## src/rtl/dcache_direct_wb_if.sv

```systemverilog
// Pipeline-side and block-memory-side signals of the direct-mapped write-back D-cache.
// slave = the cache itself, master = the core/memory environment driving it.
interface dcache_direct_wb_if;
    logic         proc_read;
    logic         proc_write;
    logic [29:0]  proc_addr;
    logic [31:0]  proc_wdata;
    logic         proc_stall;
    logic [31:0]  proc_rdata;
    logic         mem_read;
    logic         mem_write;
    logic [27:0]  mem_addr;
    logic [127:0] mem_wdata;
    logic [127:0] mem_rdata;
    logic         mem_ready;

    modport slave (
        input  proc_read, proc_write, proc_addr, proc_wdata, mem_rdata, mem_ready,
        output proc_stall, proc_rdata, mem_read, mem_write, mem_addr, mem_wdata
    );

    modport master (
        output proc_read, proc_write, proc_addr, proc_wdata, mem_rdata, mem_ready,
        input  proc_stall, proc_rdata, mem_read, mem_write, mem_addr, mem_wdata
    );
endinterface

```

## src/rtl/dcache_direct_wb.sv

```systemverilog
// Direct-mapped, write-back, write-allocate data cache with zero-latency hits.
// Optional hit/miss counters are enabled by defining DCACHE_PERF_CNT_EN.
module dcache_direct_wb #(
    parameter int INDEX_W = 3
) (
    input  logic                clk,
    input  logic                rst_n,
    dcache_direct_wb_if.slave   bus
`ifdef DCACHE_PERF_CNT_EN
    ,
    output logic [31:0]         hit_cnt,
    output logic [31:0]         miss_cnt
`endif
);
    localparam int LINES = 1 << INDEX_W;
    localparam int TAG_W = 28 - INDEX_W;

    typedef enum logic [1:0] {IDLE, WRITEBACK, ALLOCATE} state_t;

    state_t             state;
    logic               valid [LINES];
    logic               dirty [LINES];
    logic [TAG_W-1:0]   tags  [LINES];
    logic [127:0]       data  [LINES];

    logic [INDEX_W-1:0] idx;
    logic [TAG_W-1:0]   req_tag;
    logic [1:0]         off;
    logic               req;
    logic               hit;

    assign idx     = bus.proc_addr[1+INDEX_W:2];
    assign req_tag = bus.proc_addr[29:2+INDEX_W];
    assign off     = bus.proc_addr[1:0];
    assign req     = bus.proc_read | bus.proc_write;
    assign hit     = valid[idx] && (tags[idx] == req_tag);

    // Stall and read data are combinational so a hit completes in the cycle it is presented.
    always_comb begin
        bus.proc_stall = 1'b0;
        bus.proc_rdata = data[idx][{off, 5'b0} +: 32];
        if (state != IDLE)
            bus.proc_stall = 1'b1;
        else if (req && !hit)
            bus.proc_stall = 1'b1;
    end

    always_ff @(posedge clk or negedge rst_n) begin
        if (!rst_n) begin
            state         <= IDLE;
            bus.mem_read  <= 1'b0;
            bus.mem_write <= 1'b0;
            bus.mem_addr  <= '0;
            bus.mem_wdata <= '0;
            for (int unsigned i = 0; i < LINES; i++) begin
                valid[i] <= 1'b0;
                dirty[i] <= 1'b0;
                tags[i]  <= '0;
                data[i]  <= '0;
            end
        end else begin
            case (state)
                IDLE: begin
                    if (req) begin
                        if (hit) begin
                            if (bus.proc_write) begin
                                data[idx][{off, 5'b0} +: 32] <= bus.proc_wdata;
                                dirty[idx]                   <= 1'b1;
                            end
                        end else if (valid[idx] && dirty[idx]) begin
                            state         <= WRITEBACK;
                            bus.mem_write <= 1'b1;
                            bus.mem_addr  <= {tags[idx], idx};
                            bus.mem_wdata <= data[idx];
                        end else begin
                            state        <= ALLOCATE;
                            bus.mem_read <= 1'b1;
                            bus.mem_addr <= {req_tag, idx};
                        end
                    end
                end
                WRITEBACK: begin
                    if (bus.mem_ready) begin
                        state         <= ALLOCATE;
                        bus.mem_write <= 1'b0;
                        bus.mem_read  <= 1'b1;
                        bus.mem_addr  <= {req_tag, idx};
                    end
                end
                ALLOCATE: begin
                    if (bus.mem_ready) begin
                        state        <= IDLE;
                        bus.mem_read <= 1'b0;
                        data[idx]    <= bus.mem_rdata;
                        tags[idx]    <= req_tag;
                        valid[idx]   <= 1'b1;
                        dirty[idx]   <= 1'b0;
                    end
                end
                default: state <= IDLE;
            endcase
        end
    end

`ifdef DCACHE_PERF_CNT_EN
    // post_fill marks the IDLE cycle right after a fill, whose hit completes an already-counted miss.
    logic post_fill;

    always_ff @(posedge clk or negedge rst_n) begin
        if (!rst_n) begin
            hit_cnt   <= '0;
            miss_cnt  <= '0;
            post_fill <= 1'b0;
        end else begin
            if (state == ALLOCATE && bus.mem_ready)
                post_fill <= 1'b1;
            else if (state == IDLE)
                post_fill <= 1'b0;
            if (state == IDLE && req) begin
                if (hit && !post_fill && hit_cnt != '1)
                    hit_cnt <= hit_cnt + 32'd1;
                if (!hit && miss_cnt != '1)
                    miss_cnt <= miss_cnt + 32'd1;
            end
        end
    end
`endif
endmodule

```

## src/flat_wrapper.sv

```systemverilog
// flat-port wrapper written by rule: the top's interface ports become plain ports
module dcache_direct_wb_flat 
#(
    parameter int INDEX_W = 3
)
  (clk, rst_n, bus_proc_read, bus_proc_write, bus_proc_addr, bus_proc_wdata, bus_mem_rdata, bus_mem_ready, bus_proc_stall, bus_proc_rdata, bus_mem_read, bus_mem_write, bus_mem_addr, bus_mem_wdata);
  dcache_direct_wb_if bus_i ();
  input  logic clk;
  input  logic rst_n;
  input wire logic [$bits(bus_i.proc_read)-1:0] bus_proc_read;
  input wire logic [$bits(bus_i.proc_write)-1:0] bus_proc_write;
  input wire logic [$bits(bus_i.proc_addr)-1:0] bus_proc_addr;
  input wire logic [$bits(bus_i.proc_wdata)-1:0] bus_proc_wdata;
  input wire logic [$bits(bus_i.mem_rdata)-1:0] bus_mem_rdata;
  input wire logic [$bits(bus_i.mem_ready)-1:0] bus_mem_ready;
  output wire logic [$bits(bus_i.proc_stall)-1:0] bus_proc_stall;
  output wire logic [$bits(bus_i.proc_rdata)-1:0] bus_proc_rdata;
  output wire logic [$bits(bus_i.mem_read)-1:0] bus_mem_read;
  output wire logic [$bits(bus_i.mem_write)-1:0] bus_mem_write;
  output wire logic [$bits(bus_i.mem_addr)-1:0] bus_mem_addr;
  output wire logic [$bits(bus_i.mem_wdata)-1:0] bus_mem_wdata;
  assign bus_i.proc_read = bus_proc_read;
  assign bus_i.proc_write = bus_proc_write;
  assign bus_i.proc_addr = bus_proc_addr;
  assign bus_i.proc_wdata = bus_proc_wdata;
  assign bus_i.mem_rdata = bus_mem_rdata;
  assign bus_i.mem_ready = bus_mem_ready;
  assign bus_proc_stall = bus_i.proc_stall;
  assign bus_proc_rdata = bus_i.proc_rdata;
  assign bus_mem_read = bus_i.mem_read;
  assign bus_mem_write = bus_i.mem_write;
  assign bus_mem_addr = bus_i.mem_addr;
  assign bus_mem_wdata = bus_i.mem_wdata;
  dcache_direct_wb #(.INDEX_W(INDEX_W)) u_core (.clk(clk), .rst_n(rst_n), .bus(bus_i));
endmodule
```

## config.mk

```make
export PLATFORM = sky130hd
export DESIGN_NAME = dcache_direct_wb_flat
export DESIGN_NICKNAME = d
export VERILOG_FILES = /design/src/rtl/dcache_direct_wb_if.sv /design/src/rtl/dcache_direct_wb.sv /design/src/flat_wrapper.sv
export SDC_FILE = /design/constraint.sdc
export NUM_CORES = 2
export LEC_CHECK = 0
export ABC_AREA = 1
export ABC_CLOCK_PERIOD_IN_PS = 3400
export BUFFER_PORTS_ARGS = -buffer_cell sky130_fd_sc_hd__buf_2
export CAP_MARGIN = 10
export CORE_ASPECT_RATIO = 0.5
export CORE_MARGIN = 1
export CORE_UTILIZATION = 55
export DETAILED_ROUTE_END_ITERATION = 8
export PLACE_DENSITY = 0.71
export SLEW_MARGIN = 20
export SYNTH_ARGS = -nofsm -noshare
export SYNTH_HDL_FRONTEND = slang
export SYNTH_SLANG_ARGS = --single-unit
```

## constraint.sdc

```tcl
create_clock -name clk -period 3.4 [get_ports clk]
set_input_delay 0.34 -clock clk [delete_from_list [all_inputs] [get_ports clk]]
set_output_delay 0.34 -clock clk [all_outputs]
set_load 0.05 [all_outputs]
```

==> impl_metrics.json <==
{
  "grt_pass1_wl_mm": 402,
  "hp-class": "in2reg",
  "wl_per_cell_um": 25.8,
  "crit_buf_inv": 7,
  "core_mm2": 0.122,
  "antenna_left": 0,
  "num_rows": 90,
  "critPathCaptureType": "output pin",
  "ys_seq_elements": 1400,
  "timing.slew.headroom_pct": 25.5,
  "max_stage_delay_ps": 380,
  "cts_tree": "done",
  "status": "complete, but fails checks",
  "syn_area_per_cell_um2": 8.18,
  "die_y_um": 251,
  "maxSlewViolCount": 0,
  "ios": 386,
  "gp_congestion": 1.06,
  "viasPerCell": 6.45,
  "min_period_ps": 3440,
  "die_w_um": 500,
  "dieArea_mm2": 0.125,
  "drc": 0,
  "cp.depth": 13,
  "synth-edff-count": 0,
  "async_flop_share_pct": 100,
  "drv_cap": 0,
  "wl_mm": 270,
  "worstPathArrival_ps": 3100,
  "drt_iter0_markers": 11000,
  "grt_remaining_overflow": 0,
  "cp.required_ps": 3060,
  "num_vias": 67400,
  "dr.pass1.iters": 9,
  "peakVddDrop_uv": 619,
  "synth_top_area_cell": "dfrtp_1",
  "ys_top_cells_by_area": "dfrtp_1, nand2_1, nand4_1",
  "clk_latency_ps": 790,
  "antenna_found_initial": 7,
  "ys_top_cells_by_count": "nand2_1, dfrtp_1, nand4_1",
  "startpoint_type": "primary input",
  "first_global_vias": 62500,
  "drive_gt1_share_pct": 14.7,
  "clkTransAtPathRegs_ps": 70,
  "fin_ws_ps": -35.7,
  "critPathSlowestCell": "buf_4",
  "p_leak_nw": 41.7,
  "tightestPinTransition_ps": 1110,
  "critPathMaxFanout": 18,
  "grtUsageTotal_pct": 42.6,
  "setup_viol": 3,
  "fmax_ghz": 0.291,
  "rsz0062_at_grt": "yes",
  "synth_top_area_share_pct": 51.4,
  "crit_type": "in2out",
  "yosysSeqAreaShare_pct": 51.4,
  "violations": "setup timing",
  "clock-skew-final_ps": 43.2,
  "yosys_warnings": 0,
  "htree_num_levels": 3,
  "cts_root_buf": "clkbuf_16",
  "syn-num-nets": 8528,
  "path_cells": "buf_2 -> inv_2 -> nor2_4 -> nand2_2 -> inv_6 -> buf_4 -> a221oi_1 -> nand2_1 -> o21ai_0 -> buf_4 -> o22ai_1 -> buf_4 -> buf_12",
  "synthCells": 8328,
  "min_period_over_period_pct": 101,
  "r2r_cells": 7,
  "dp_hpwl_mm": 176,
  "finalPower_mw": 68.7,
  "clockBufferDepth": 3,
  "cts_sinks": 1400,
  "synth-main-ff-cell": "dfrtp_1",
  "finalHoldViolCount": 0,
  "cts_buffers": 121,
  "critical-path-top-delay-family": "buffers and inverters",
  "synth_cell_types": 37,
  "crit_path_frequent_cell": "buf_4",
  "syn_to_final_growth_pct": 17.5,
  "nNetsFinal": 8942,
  "p_per_area_mw_per_mm2": 859,
  "grt_max_degree": 157,
  "final_util_pct": 65.8,
  "holdPathStages": 6,
  "start_util_pct": 56.0,
  "synth.most_common_cell": "nand2_1",
  "synth_area_mm2": 0.0681,
  "io_buffers": 385
}
==> final timing paths <==
check	from	end	slack [ps]
max	bus_proc_addr[3]	bus_proc_rdata[22]	-40
min	bus_mem_rdata[38]	u_core.data[934]	100
max reg2reg	u_core.state[1]	u_core.tags[48]	350
min reg2reg	u_core.valid[5]	u_core.valid[5]	460
max in group asynchronous	rst_n	u_core.data[472]	2100
min in group asynchronous	rst_n	u_core.bus.mem_addr[23]	120
==> layout make-up <==
type / count / area [um^2]
Antenna cell: 2 / 5.00
Clock inverter: 68 / 990
Clock buffer: 159 / 3390
Fill cell: 10200 / 41600
Timing Repair Buffer: 1024 / 8430
Multi-Input combinational cell: 5792 / 28600
Inverter: 403 / 1550
Tap cell: 1610 / 2010
Sequential cell: 1400 / 35000
==> kinds of logic (layout without fill, tap and decap cells) <==
| logic type | after synthesis | count (layout) | synth area share [%] |
|---|---|---|---|
| AOI/OAI and AO/OA | 1009 | 1009 | 10.1 |
| xor gates and xnor gates | 1 | 1 | 0.0129 |
| adders and majority gates | 5 | 5 | 0.0919 |
| buffers and inverters | 1136 | 1654 | 7.34 |
| DFF | 1400 | 1400 | 51.4 |
| other | 0 | 2 | 0 |
| and+or+nand+nor | 4777 | 4777 | 31.0 |
==> tightest hold or removal path, stage by stage <==
cell and delay (ps):
buf_2 80, nand2_1 50, o31ai_1 50, buf_4 170, nand4_1 100, nand2_1 70
==> registers in the layout, summed over array words and instances (netlist names), named ones only <==
name	cells
u_core.valid	8
u_core.bus.mem_read	1
u_core.bus.mem_addr	28
u_core.bus.mem_wdata	128
u_core.tags	200
u_core.data	1024
u_core.state	2
u_core.bus.mem_write	1
==> power breakdown <==
part	switching, mW	leakage (nW)	total, mW	internal (mW)
clock	6.81	2.16	15.6	8.78
combinational	19.7	21.0	27.2	7.46
sequential	3.31	18.6	25.9	22.6
total	29.8	41.7	68.7	38.9
==> routing by layer <==
metal / up-vias / global-route usage, % / wire, um
met3: 858 / 16.0 / 40200
li1: 29200 / - / -
met4: 6 / 23.8 / 17400
met5: - / 0 / 40
met2: 4705 / 58.7 / 110000
met1: 32700 / 57.6 / 102000
==> repair_timing <==
item / 4_1_cts / 5_1_grt
pin swaps: 0 / 4
endpoints found under the hold margin: 253 / 0
cloned: 0 / 0
gates resized for setup: 2 / 31
hold buffers: 28 / 0
setup buffers: 0 / 8
endpoints found under the setup margin: 2 / 35
==> per-stage QoR <==
step	hold WS (ps)	area (um^2)	setup WS [ps]	setup TNS, ps	std cells
5_1_grt	131	80000	-60.5	-111	10500
3_5_place_dp	314	75200	-92.3	-19430	10200
3_3_place_gp	314	75200	-59.7	-7240	10200
4_1_cts	60.8	79900	14.8	0	10400
2_1_floorplan	44.4	68100	141	0	8328
6_report	101	80000	-35.7	-64.1	10500
==> layout by cell type, fill, tap and decap left out, types with 8 or more instances in the layout <==
master / n
o22ai_1: 21
buf_12: 124
nand4_1: 1105
dfrtp_1: 1400
a32o_1: 13
inv_1: 386
buf_2: 352
clkbuf_16: 122
o2bb2ai_1: 28
a21oi_1: 38
bufinv_16: 23
a221oi_1: 161
a22oi_1: 38
o211ai_1: 25
o31ai_1: 45
a22o_1: 207
clkbuf_1: 17
clkbuf_8: 20
o21ai_1: 91
o21ai_0: 300
a21oi_4: 32
dlygate4sd3_1: 28
nand2_1: 3273
nand3_1: 248
nor2_4: 14
nor2_1: 100
clkinv_2: 33
clkinvlp_4: 8
buf_4: 518
or2_2: 10
No activity file was read; power rests on OpenSTA's default activity.
